### config.mk
export PLATFORM = sky130hd
export DESIGN_NAME = flow_demux_reader_flat
export DESIGN_NICKNAME = d
export VERILOG_FILES = /design/src/rtl/flow_pkg.sv /design/src/rtl/flow_demux_reader_if.sv /design/src/rtl/flow_fifo.sv /design/src/rtl/flow_demux_reader.sv /design/src/flat_wrapper.sv
export SDC_FILE = /design/constraint.sdc
export NUM_CORES = 1
export LEC_CHECK = 0
export BUFFER_PORTS_ARGS = -buffer_cell sky130_fd_sc_hd__buf_2
export CAP_MARGIN = 20
export CORE_ASPECT_RATIO = 1.4
export CORE_MARGIN = 8
export CORE_UTILIZATION = 35
export DETAILED_ROUTE_END_ITERATION = 8
export PLACE_DENSITY = 0.58
export SLEW_MARGIN = 25
export SYNTH_ARGS = -nofsm -noshare
export SYNTH_HDL_FRONTEND = slang
export SYNTH_SLANG_ARGS = --single-unit
### constraint.sdc
create_clock -name clk -period 7.29 [get_ports clk]
set_input_delay 0.3645 -clock clk [delete_from_list [all_inputs] [get_ports clk]]
set_output_delay 0.3645 -clock clk [all_outputs]
set_load 0.02 [all_outputs]
### src/rtl/flow_pkg.sv
// rtl/flow_pkg.sv - shared flow defaults, tag width helper and tagged-word type
package flow_pkg;

    localparam int DATA_W_DEF = 8;
    localparam int FLUX_DEF   = 2;

    // Tag width never collapses to zero, even for a single flow.
    function automatic int clog2(input int v);
        int r;
        r = 0;
        for (int i = 0; i < 31; i++) begin
            if ((1 << i) < v) r = i + 1;
        end
        return (r < 1) ? 1 : r;
    endfunction

    localparam int TAG_W_DEF = clog2(FLUX_DEF);

    typedef logic [TAG_W_DEF-1:0] tag_t;

    typedef struct packed {
        tag_t                  tag;
        logic [DATA_W_DEF-1:0] data;
    } tagged_word_t;

endpackage

### src/rtl/flow_demux_reader_if.sv
// rtl/flow_demux_reader_if.sv - tagged write, frame config and per-flow read signals
interface flow_demux_reader_if
    import flow_pkg::*;
#(
    parameter int DATA_W = DATA_W_DEF,
    parameter int FLUX   = FLUX_DEF,
    parameter int CNT_W  = 16,
    parameter int TAG_W  = clog2(FLUX)
);
    logic [TAG_W+DATA_W-1:0] wr_din;
    logic                    wr_write;
    logic [FLUX-1:0]         wr_full;
    logic [TAG_W+CNT_W-1:0]  cfg_din;
    logic                    cfg_write;
    logic [FLUX*DATA_W-1:0]  rd_dout;
    logic [FLUX-1:0]         rd_empty;
    logic [FLUX-1:0]         rd_read;
    logic [FLUX-1:0]         frame_done;
    logic                    err;

    modport master (
        output wr_din, wr_write, cfg_din, cfg_write, rd_read,
        input  wr_full, rd_dout, rd_empty, frame_done, err
    );

    modport slave (
        input  wr_din, wr_write, cfg_din, cfg_write, rd_read,
        output wr_full, rd_dout, rd_empty, frame_done, err
    );
endinterface

### src/rtl/flow_fifo.sv
// rtl/flow_fifo.sv - single-flow show-ahead FIFO with occupancy count
module flow_fifo #(
    parameter int DEPTH  = 16,
    parameter int DATA_W = 8
) (
    input  logic              clk,
    input  logic              rst,
    input  logic              push,
    input  logic [DATA_W-1:0] din,
    input  logic              pop,
    output logic              full,
    output logic              empty,
    output logic [DATA_W-1:0] head
);
    localparam int AW = $clog2(DEPTH);

    logic [DATA_W-1:0] mem [DEPTH];
    logic [AW-1:0]     wr_ptr;
    logic [AW-1:0]     rd_ptr;
    logic [AW:0]       count;
    logic              do_push;
    logic              do_pop;

    assign full    = (count == (AW+1)'(DEPTH));
    assign empty   = (count == '0);
    assign do_push = push && !full;
    assign do_pop  = pop && !empty;

    always_ff @(posedge clk or posedge rst) begin
        if (rst) begin
            wr_ptr <= '0;
            rd_ptr <= '0;
            count  <= '0;
        end else begin
            if (do_push) wr_ptr <= wr_ptr + 1'b1;
            if (do_pop)  rd_ptr <= rd_ptr + 1'b1;
            count <= count + (AW+1)'(do_push) - (AW+1)'(do_pop);
        end
    end

    always_ff @(posedge clk) begin
        if (do_push) mem[wr_ptr] <= din;
    end

    // Storage is left unreset, so the head is forced to zero while empty.
    assign head = empty ? '0 : mem[rd_ptr];

endmodule

### src/rtl/flow_demux_reader.sv
// rtl/flow_demux_reader.sv - tag demux into per-flow FIFOs with frame counters and error flag
module flow_demux_reader
    import flow_pkg::*;
#(
    parameter int DATA_W = DATA_W_DEF,
    parameter int FLUX   = FLUX_DEF,
    parameter int DEPTH  = 16,
    parameter int CNT_W  = 16,
    parameter int TAG_W  = clog2(FLUX)
) (
    input logic                clk,
    input logic                rst,
    flow_demux_reader_if.slave bus
);
    logic [TAG_W-1:0]             wr_tag;
    logic [DATA_W-1:0]            wr_data;
    logic [TAG_W-1:0]             cfg_tag;
    logic [CNT_W-1:0]             cfg_len;
    logic [FLUX-1:0]              accept;
    logic [FLUX-1:0]              cfg_hit;
    logic [FLUX-1:0]              full;
    logic [FLUX-1:0]              empty;
    logic [FLUX-1:0]              done_q;
    logic [FLUX-1:0][DATA_W-1:0]  head;
    logic                         err_q;

    assign wr_tag  = bus.wr_din[TAG_W+DATA_W-1:DATA_W];
    assign wr_data = bus.wr_din[DATA_W-1:0];
    assign cfg_tag = bus.cfg_din[TAG_W+CNT_W-1:CNT_W];
    assign cfg_len = bus.cfg_din[CNT_W-1:0];

    for (genvar f = 0; f < FLUX; f++) begin : g_flow
        logic [CNT_W-1:0] len_q;
        logic [CNT_W-1:0] remain_q;

        assign accept[f]  = bus.wr_write && (wr_tag == TAG_W'(f)) && !full[f];
        assign cfg_hit[f] = bus.cfg_write && (cfg_tag == TAG_W'(f));

        flow_fifo #(
            .DEPTH  (DEPTH),
            .DATA_W (DATA_W)
        ) u_fifo (
            .clk   (clk),
            .rst   (rst),
            .push  (accept[f]),
            .din   (wr_data),
            .pop   (bus.rd_read[f]),
            .full  (full[f]),
            .empty (empty[f]),
            .head  (head[f])
        );

        // A config write on the same cycle as an accept restarts the frame.
        always_ff @(posedge clk or posedge rst) begin
            if (rst) begin
                len_q     <= '0;
                remain_q  <= '0;
                done_q[f] <= 1'b0;
            end else if (cfg_hit[f]) begin
                len_q     <= cfg_len;
                remain_q  <= cfg_len;
                done_q[f] <= 1'b0;
            end else if (accept[f] && (len_q != '0)) begin
                if (remain_q == CNT_W'(1)) begin
                    remain_q  <= len_q;
                    done_q[f] <= 1'b1;
                end else begin
                    remain_q  <= remain_q - 1'b1;
                    done_q[f] <= 1'b0;
                end
            end else begin
                done_q[f] <= 1'b0;
            end
        end
    end

    // A write that no flow accepted was either mis-tagged or aimed at a full flow.
    always_ff @(posedge clk or posedge rst) begin
        if (rst) begin
            err_q <= 1'b0;
        end else if ((bus.wr_write && (accept == '0)) ||
                     (bus.cfg_write && (cfg_hit == '0))) begin
            err_q <= 1'b1;
        end
    end

    assign bus.wr_full    = full;
    assign bus.rd_empty   = empty;
    assign bus.rd_dout    = head;
    assign bus.frame_done = done_q;
    assign bus.err        = err_q;

endmodule

### src/flat_wrapper.sv
// flat-port wrapper written by rule: the top's interface ports become plain ports
module flow_demux_reader_flat import flow_pkg::*;
#(
    parameter int DATA_W = DATA_W_DEF,
    parameter int FLUX   = FLUX_DEF,
    parameter int DEPTH  = 16,
    parameter int CNT_W  = 16,
    parameter int TAG_W  = clog2(FLUX)
)
  (clk, rst, bus_wr_din, bus_wr_write, bus_cfg_din, bus_cfg_write, bus_rd_read, bus_wr_full, bus_rd_dout, bus_rd_empty, bus_frame_done, bus_err);
  flow_demux_reader_if #(.DATA_W(DATA_W), .FLUX(FLUX), .CNT_W(CNT_W), .TAG_W(TAG_W)) bus_i ();
  input logic clk;
  input logic rst;
  input wire logic [$bits(bus_i.wr_din)-1:0] bus_wr_din;
  input wire logic [$bits(bus_i.wr_write)-1:0] bus_wr_write;
  input wire logic [$bits(bus_i.cfg_din)-1:0] bus_cfg_din;
  input wire logic [$bits(bus_i.cfg_write)-1:0] bus_cfg_write;
  input wire logic [$bits(bus_i.rd_read)-1:0] bus_rd_read;
  output wire logic [$bits(bus_i.wr_full)-1:0] bus_wr_full;
  output wire logic [$bits(bus_i.rd_dout)-1:0] bus_rd_dout;
  output wire logic [$bits(bus_i.rd_empty)-1:0] bus_rd_empty;
  output wire logic [$bits(bus_i.frame_done)-1:0] bus_frame_done;
  output wire logic [$bits(bus_i.err)-1:0] bus_err;
  assign bus_i.wr_din = bus_wr_din;
  assign bus_i.wr_write = bus_wr_write;
  assign bus_i.cfg_din = bus_cfg_din;
  assign bus_i.cfg_write = bus_cfg_write;
  assign bus_i.rd_read = bus_rd_read;
  assign bus_wr_full = bus_i.wr_full;
  assign bus_rd_dout = bus_i.rd_dout;
  assign bus_rd_empty = bus_i.rd_empty;
  assign bus_frame_done = bus_i.frame_done;
  assign bus_err = bus_i.err;
  flow_demux_reader #(.DATA_W(DATA_W), .FLUX(FLUX), .DEPTH(DEPTH), .CNT_W(CNT_W), .TAG_W(TAG_W)) u_core (.clk(clk), .rst(rst), .bus(bus_i));
endmodule
==> results of run 1 <==
[worst paths after layout]
path,startpoint,to,slack (ns),depth (start not counted)
hold / removal,bus_cfg_din[0],u_core.g_flow[1].len_q[0]$_DFFE_PP0P_,0.11,3
setup reg to reg,u_core.g_flow[1].u_fifo.count[3]$_DFF_PP0_,u_core.g_flow[1].u_fifo.count[4]$_DFF_PP0_,4.32,15
hold reg to reg,u_core.g_flow[0].len_q[7]$_DFFE_PP0P_,u_core.g_flow[0].len_q[7]$_DFFE_PP0P_,0.50,2
min in group asynchronous,rst,u_core.bus.frame_done[1]$_DFF_PP0_,0.39,3
max in group asynchronous,rst,u_core.g_flow[0].u_fifo.rd_ptr[0]$_DFFE_PP0P_,5.66,4
setup / recovery,u_core.g_flow[0].u_fifo.rd_ptr[0]$_DFFE_PP0P_,bus_rd_dout[1],3.88,5
[worst max-delay path, stage by stage (launching register included)]
cell and delay [ns]:
dfrtp_2 0.64, buf_4 0.48, mux4_2 0.60, mux4_2 0.49, nor2b_1 0.14, buf_2 0.16
[layout by cell type (no fill, tap or decap), types with 6 or more instances in the layout]
cell,count
nand2b_1,7
xnor2_1,18
nand2_1,117
nor2_2,6
edfxtp_1,256
a221o_1,9
nor2_1,49
a21oi_1,19
a22oi_1,6
inv_1,33
buf_2,54
nor3_1,6
o211ai_1,7
a211oi_1,10
nor2b_1,18
ha_1,26
a21o_1,7
clkinv_1,8
xor2_1,10
mux4_2,80
buf_4,12
nor3_2,9
nor4_1,11
clkbuf_16,36
o21ai_0,21
nand4_1,11
clkbuf_1,9
dfrtp_1,91
nand3_1,11
[where the power goes]
group / internal, mW / switching (mW) / total (mW)
Sequential: 2.36 / 0.303 / 2.66
Clock: 1.02 / 0.751 / 1.77
Combinational: 0.845 / 0.847 / 1.69
Total: 4.22 / 1.90 / 6.12
[final cells by class]
class                   count  share of cell area
clock buffers              45             0.05461
clock inverters            19             0.01082
inverters                  34            0.007603
multi-input cells         539              0.2796
flip-flops and latches    349              0.5853
well taps                 552             0.04036
repair buffers             67             0.02164
[cell usage after synthesis, types with 4 or more instances]
cell      count  area (sq um)
xor2_1       10         87.58
xnor2_1      18         157.7
clkbuf_1     23         86.33
nor2b_1      19         118.9
nor3_1       14         70.07
a221o_1       9         90.09
mux4_2       80          1802
nand2b_1      7         43.79
edfxtp_1    256          7687
a21oi_1      19         95.09
o21ai_0      21         105.1
nand4_1      11         68.82
mux2_2        5         56.30
nand3_1      11         55.05
mux2i_1       5         50.05
ha_1         26         325.3
nor4_1       11         68.82
a22oi_1       6         45.04
a31oi_1       5         31.28
o211ai_1      7         52.55
buf_4        10         75.07
buf_2         9         45.04
nand2_1     117         439.2
a211oi_1     10         75.07
nor4_4        4         85.08
o31ai_1       4         30.03
nor2_1       55         206.5
o22ai_1       5         31.28
buf_1        13         48.80
inv_1        34         127.6
dfrtp_1      93          2327
a21o_1        7         52.55
[cell families after synthesis]
kind of cell             share of synthesized area
multiplexers                                0.1259
XOR/XNOR                                   0.01618
flip-flops                                  0.6609
buffers and inverters                      0.02708
AND/OR/NAND/NOR                            0.09347
adder cells (fa/ha/maj)                    0.02411
AO/OA/AOI/OAI                              0.05235
[flip-flops by register name (all words and copies together) (netlist names)]
register	count
u_core.g_flow.u_fifo.mem	256
u_core.g_flow.len_q	32
u_core.g_flow.remain_q	32
u_core.g_flow.u_fifo.count	10
u_core.g_flow.u_fifo.rd_ptr	8
u_core.g_flow.u_fifo.wr_ptr	8
u_core.bus.frame_done	2
u_core.bus.err	1
[per-stage QoR]
| stage | total power, mW | hold WS [ns] | instance area [sq um] |
|---|---|---|---|
| floorplan | 3.932 | 0.4546 | 15150 |
| global placement | 4.403 | 0.4000 | 15950 |
| detailed placement | 4.434 | 0.4006 | 15980 |
| CTS | 6.225 | 0.08191 | 17110 |
| global route | 6.446 | 0.1091 | 17110 |
| finish | 6.122 | 0.1052 | 17110 |
[per-layer routing]
metal  GRT usage  vias to the layer above  part of all wire
li1            -                     3832                 -
met1      0.1699                     4389              0.41
met2      0.2429                      179              0.53
met3     0.02138                       48             0.041
met4     0.03856                        2             0.020
met5           0                        -           0.00038
[repair_timing]
| action | 4_1_cts | 5_1_grt |
|---|---|---|
| endpoints found under the setup margin | 0 | 0 |
| hold endpoints to repair | 27 | 0 |
| hold buffers | 1 | 0 |
==> results.md, run 1 <==
* Worst slack at placement at 4.295 ns
* Grt ovf at 0
* CTS tree: done
* Clk sink count at 349
* Initial antenna violation count at 1
* Ys Warns at 0
* Tmin final at 3.415 ns
* Maximum VDD drop at 0.2141 mV
* FF/Latch Area at 10020 sq um
* Fmax at 0.2929 GHz
* #FFs+latches synth at 349
* First-pass GRT wire length at 53040 um
* Rows at 90
* Syn_nets at 1040
* Synth Area per Inst at 15.46 sq um
* Final hold viol count at 0
* Final core area utilization at 0.3989
* Period utilization at 0.4684
* Core Box Area at 42900 sq um
* Status: complete, no violations
* Ant diodes at 0
* H-tree Lvls at 2
* Vias per std cell at 5.265
* Critical path fanouts, max at 22
* Iteration-0 DRC Markers at 557
* TritonCTS Buffers at 35
* Setup crit start kind: register
* DRT Pass-1 Iters at 4
* DR DRC count at 0
* Number of setup buffers added after CTS at 0
* Data required, critical path at 6.93 ns
* Post-Place Cells at 1540
* Area growth, synth to finish at 12.94%
* Layout cells sized above 1 at 0.2175
* Die area at 50300 sq um
* Synth unique cells at 66
* Initial Utilization at 0.3532
* Via count at 8450
* Dpl hpwl at 22230 um
* Max clock buf depth at 3
* Worst Setup End Kind: output pin
* Post-DR wirelength/cell at 21.13 um
* Cells after synthesis at 980
* DIE HEIGHT at 262.2 um
* Root buffer cell: clkbuf_16
* Number of synthesized flops with an enable pin at 256
* Critical setup path kind: reg -> out
* DRT antenna net count at 0
* Final wirelength at 33910 um
* Clk_lat worst skew at 0.52 ns
* Setup ws final at 3.875 ns
* Post-route insts no fill at 1605
* PwrDens at 357.7 nW/um^2
* Cts repair resizes at 0
* RSZ-0062 raised after global routing: no
* Total track usage at 0.1368
* Area of the multi-input gates at 4786 sq um
* Asr flop ratio synth at 0.2665
* Die Width at 191.9 um
* Nets at 1086
* Worst min path class: in -> reg
* CTS clock-pin slew for the worst setup and hold paths at 0.06 ns
* Largest net degree at the start of global routing at 67
* # setup viols final at 0
* Lkg Pwr at 6.115 nW
* Register area share after synthesis at 0.6609
* Actual slew at the worst max-slew pin at 1.031 ns
* Post-route setup TNS at 0 ns
* Worst Path Arrival at 3.05 ns
* Number of max-cap violations at 0
* Max_slew headroom at 0.3102
* Placer Congestion at 0.7972
* Port buffer count at 54
* Setup Skew at 0.01438 ns
* FILL cells at 3906
* Vias in the first global route at 8871
* Pins Over Slew Limit at 0
* Cell Area, Synth at 15150 sq um
* Ys flop type: edfxtp_1
* Io pins at 55
Power figures use the tool's default switching activity.
==> run 2, diff against run 1 <==
- PLACE_DENSITY: 0.58 -> 0.6
- clock period: 7.29 -> 2.76 ns (I/O delays scaled with it)
==> run 2 against run 1 <==
Net effect:
- core utilization up 1.4 points
- via count up 2.7%
- register-to-register slack worse by 4.1 ns
- total power rose to 2.7 times the previous value
- clock-buffer cell count up 1
- largest power group unchanged
==> results.md, run 2 (synthesis results as in run 1) <==
* Status: complete, no violations
* Worst path slowest cell: mux4_2
* Grt ovf at 0 (unchanged)
* Actual slew at the worst max-slew pin at 0.6831 ns (-0.3478 ns)
* Initial Utilization at 0.3532 (unchanged)
* Combinational power share at 0.301 (+0.025)
* Biggest register: u_core.g_flow.u_fifo.mem
* Cells along the critical path: buf_12, mux4_2, mux4_2, nor2b_1, buf_2
* Most repeated library cell on the critical path: mux4_2
* Largest registers: u_core.g_flow.u_fifo.mem x256, u_core.g_flow.len_q x32, u_core.g_flow.remain_q x32
* Area growth, synth to finish at 17.04%
* Clk_lat worst skew at 0.52 ns (about the same)
* # setup viols final at 0 (unchanged)
* Setup Skew at 0.02839 ns (+0.01400 ns)
* Post-route cell area at 17740 sq um (+3.6%)
* Vias per std cell at 5.177 (-1.7%)
* DRT Pass-1 Iters at 7 (+3)
* Data required, critical path at 2.62 ns (-4.31 ns)
* Switching power at 5.134 mW (+170%)
* RSZ-0062 raised after global routing: yes
* DRT antenna net count at 0 (unchanged)
* Largest net degree at the start of global routing at 46 (-31%)
* Root buffer cell: clkbuf_16
* PwrDens at 936.0 nW/um^2 (+160%)
* Largest register FFs at 256 (unchanged)
* DIE HEIGHT at 262.2 um (unchanged)
* Initial antenna violation count at 0 (-1)
* H-tree Lvls at 2 (unchanged)
* Maximum VDD drop at 0.5434 mV (+150%)
* First-pass GRT wire length at 54200 um (+2.2%)
* Period utilization at 0.9725
* Critical Path Max Stage Delay at 0.53 ns (-0.11 ns)
* Worst Hold Launch: bus_cfg_write
* Worst Path Arrival at 2.55 ns (-0.50 ns)
* Placer Congestion at 0.8198 (+2.8%)
* Worst min path class: in -> reg
* TritonCTS Buffers at 36 (+2.9%)
* R2R depth at 13 (-2)
* Ant diodes at 0 (unchanged)
* Sw Share at 0.3092 (-0.001089)
* Nets at 1158 (+6.6%)
* Most frequent cells in the layout: edfxtp_1 (256), nand2_1 (117), dfrtp_1 (91)
* Rows at 90 (unchanged)
* Setup crit start kind: register
* Final hold viol count at 0 (unchanged)
* Number of max-cap violations at 0 (unchanged)
* Via count at 8681 (+2.7%)
* Clock power frac at 0.286 (-0.004)
* Layout cells sized above 1 at 0.2409 (+0.02342)
* Critical setup path kind: reg -> out
* Die area at 50300 sq um (unchanged)
* Dpl hpwl at 22970 um (+3.3%)
* Critical path fanouts, max at 15 (-32%)
* Max clock buf depth at 3 (unchanged)
* Lkg Pwr at 6.493 nW (+6.2%)
* Max_slew headroom at 0.5446 (+0.2344)
* Commonest non-fill, non-tap cell in the layout: edfxtp_1
* Clk sink count at 349 (unchanged)
* Total track usage at 0.1396 (+0.002792)
* Final wirelength at 34460 um (+1.6%)
* Min Hold Slack at 0.08052 ns (-0.02465 ns)
* Sequential cell fraction of total power at 0.413 (-0.021)
* Hold path cells at 4 (+1)
* Hold EP: u_core.g_flow[0].len_q[7]$_DFFE_PP0P_
* Tmin final at 2.684 ns
* Internal power at 11.47 mW (+170%)
* Worst Setup End Kind: output pin
* Core Box Area at 42900 sq um (unchanged)
* Post-DR wirelength/cell at 20.55 um (-2.7%)
* CTS clock-pin slew for the worst setup and hold paths at 0.06 ns (about the same)
* FF-to-FF Start: u_core.g_flow[0].u_fifo.count[2]$_DFF_PP0_
* Vias in the first global route at 9240 (+4.2%)
* DR DRC count at 0 (unchanged)
* Iteration-0 DRC Markers at 638 (+15%)
* Pins Over Slew Limit at 0 (unchanged)
* CTS tree: done
* Io pins at 55 (unchanged)
* RR Endpoint: u_core.g_flow[0].u_fifo.count[4]$_DFF_PP0_
* Internal reg-to-reg setup slack at 0.23 ns (-4.09 ns)
* Power Total at 16.60 mW (+170%)
* Die Width at 191.9 um (unchanged)
* Fmax at 0.3726 GHz
* Placement-stage cell area at 16340 sq um (+2.3%)
* Port buffer count at 54 (unchanged)
-- run 2: area by class of cell --
class                   count  area [sq um]
clock inverters            19         182.7
clock buffers              46         958.4
flip-flops and latches    349         10020
well taps                 552         690.7
inverters                  34         130.1
repair buffers            138          1021
multi-input cells         539          4736
fillers                  3818         25170
-- run 2: worst max path at each step --
| stage | end | slack, ns | startpoint |
|---|---|---|---|
| 6_report | bus_rd_dout[15] | 0.08 | u_core.g_flow[1].u_fifo.rd_ptr[0]$_DFFE_PP0P_ |
| 5_1_grt | bus_rd_dout[11] | -0.004 | u_core.g_flow[1].u_fifo.rd_ptr[0]$_DFFE_PP0P_ |
| 4_1_cts | bus_rd_dout[15] | 0.02 | u_core.g_flow[1].u_fifo.rd_ptr[0]$_DFFE_PP0P_ |
| 3_5_place_dp | u_core.g_flow[0].u_fifo.count[4]$_DFF_PP0_ | 0.15 | u_core.g_flow[0].u_fifo.count[3]$_DFF_PP0_ |
| 3_3_place_gp | u_core.g_flow[0].u_fifo.count[4]$_DFF_PP0_ | 0.20 | u_core.g_flow[0].u_fifo.count[2]$_DFF_PP0_ |
| 2_1_floorplan | u_core.g_flow[0].u_fifo.count[4]$_DFF_PP0_ | 0.006 | u_core.g_flow[0].u_fifo.count[3]$_DFF_PP0_ |
-- run 2: critical path: cells and delay by family, from the launching register on --
kind | cells | cell delay (ns)
AND/OR/NAND/NOR | 1 | 0.16
buffers and inverters | 2 | 0.36
multiplexers | 2 | 1.05
flip-flops | 1 | 0.45
-- run 2: timing repair --
item / 4_1_cts / 5_1_grt
hold buffers: 20 / 0
buffers inserted: 1 / 0
endpoints found under the setup margin: 14 / 2
gates resized for setup: 2 / 3
endpoints found under the hold margin: 106 / 0
gates cloned: 0 / 1
-- run 2: layer usage --
metal / routed length, um / part of all wire / vias to the layer above / GRT usage
met1: 13920 / 0.40 / 4441 / 0.1686
met2: 18280 / 0.53 / 203 / 0.2516
met4: 997 / 0.029 / 0 / 0.05034
met3: 1255 / 0.036 / 60 / 0.01739
li1: - / - / 3977 / -
met5: 0 / 0 / - / 0
-- run 2: through the flow --
| stage | std cells | util | TNS, ns | setup WS [ns] |
|---|---|---|---|---|
| after floorplan | 980 | - | 0 | 0.005644 |
| after global placement | 1590 | 0.3809 | 0 | 0.2003 |
| after detailed placement | 1590 | 0.3809 | 0 | 0.1454 |
| after CTS | 1676 | 0.4125 | 0 | 0.02272 |
| after global routing | 1677 | 0.4134 | -0.004610 | -0.003579 |
| final | 1677 | 0.4134 | 0 | 0.07587 |
-- run 2: power by group through the flow --
stage	sequential (mW)	clock, mW	combinational, mW
3_3_place_gp	6.95	0	4.92
3_5_place_dp	6.97	0	4.99
5_1_grt	6.95	5.03	5.48
2_1_floorplan	6.61	0	3.77
4_1_cts	6.85	4.86	5.08
6_report	6.86	4.74	5.00
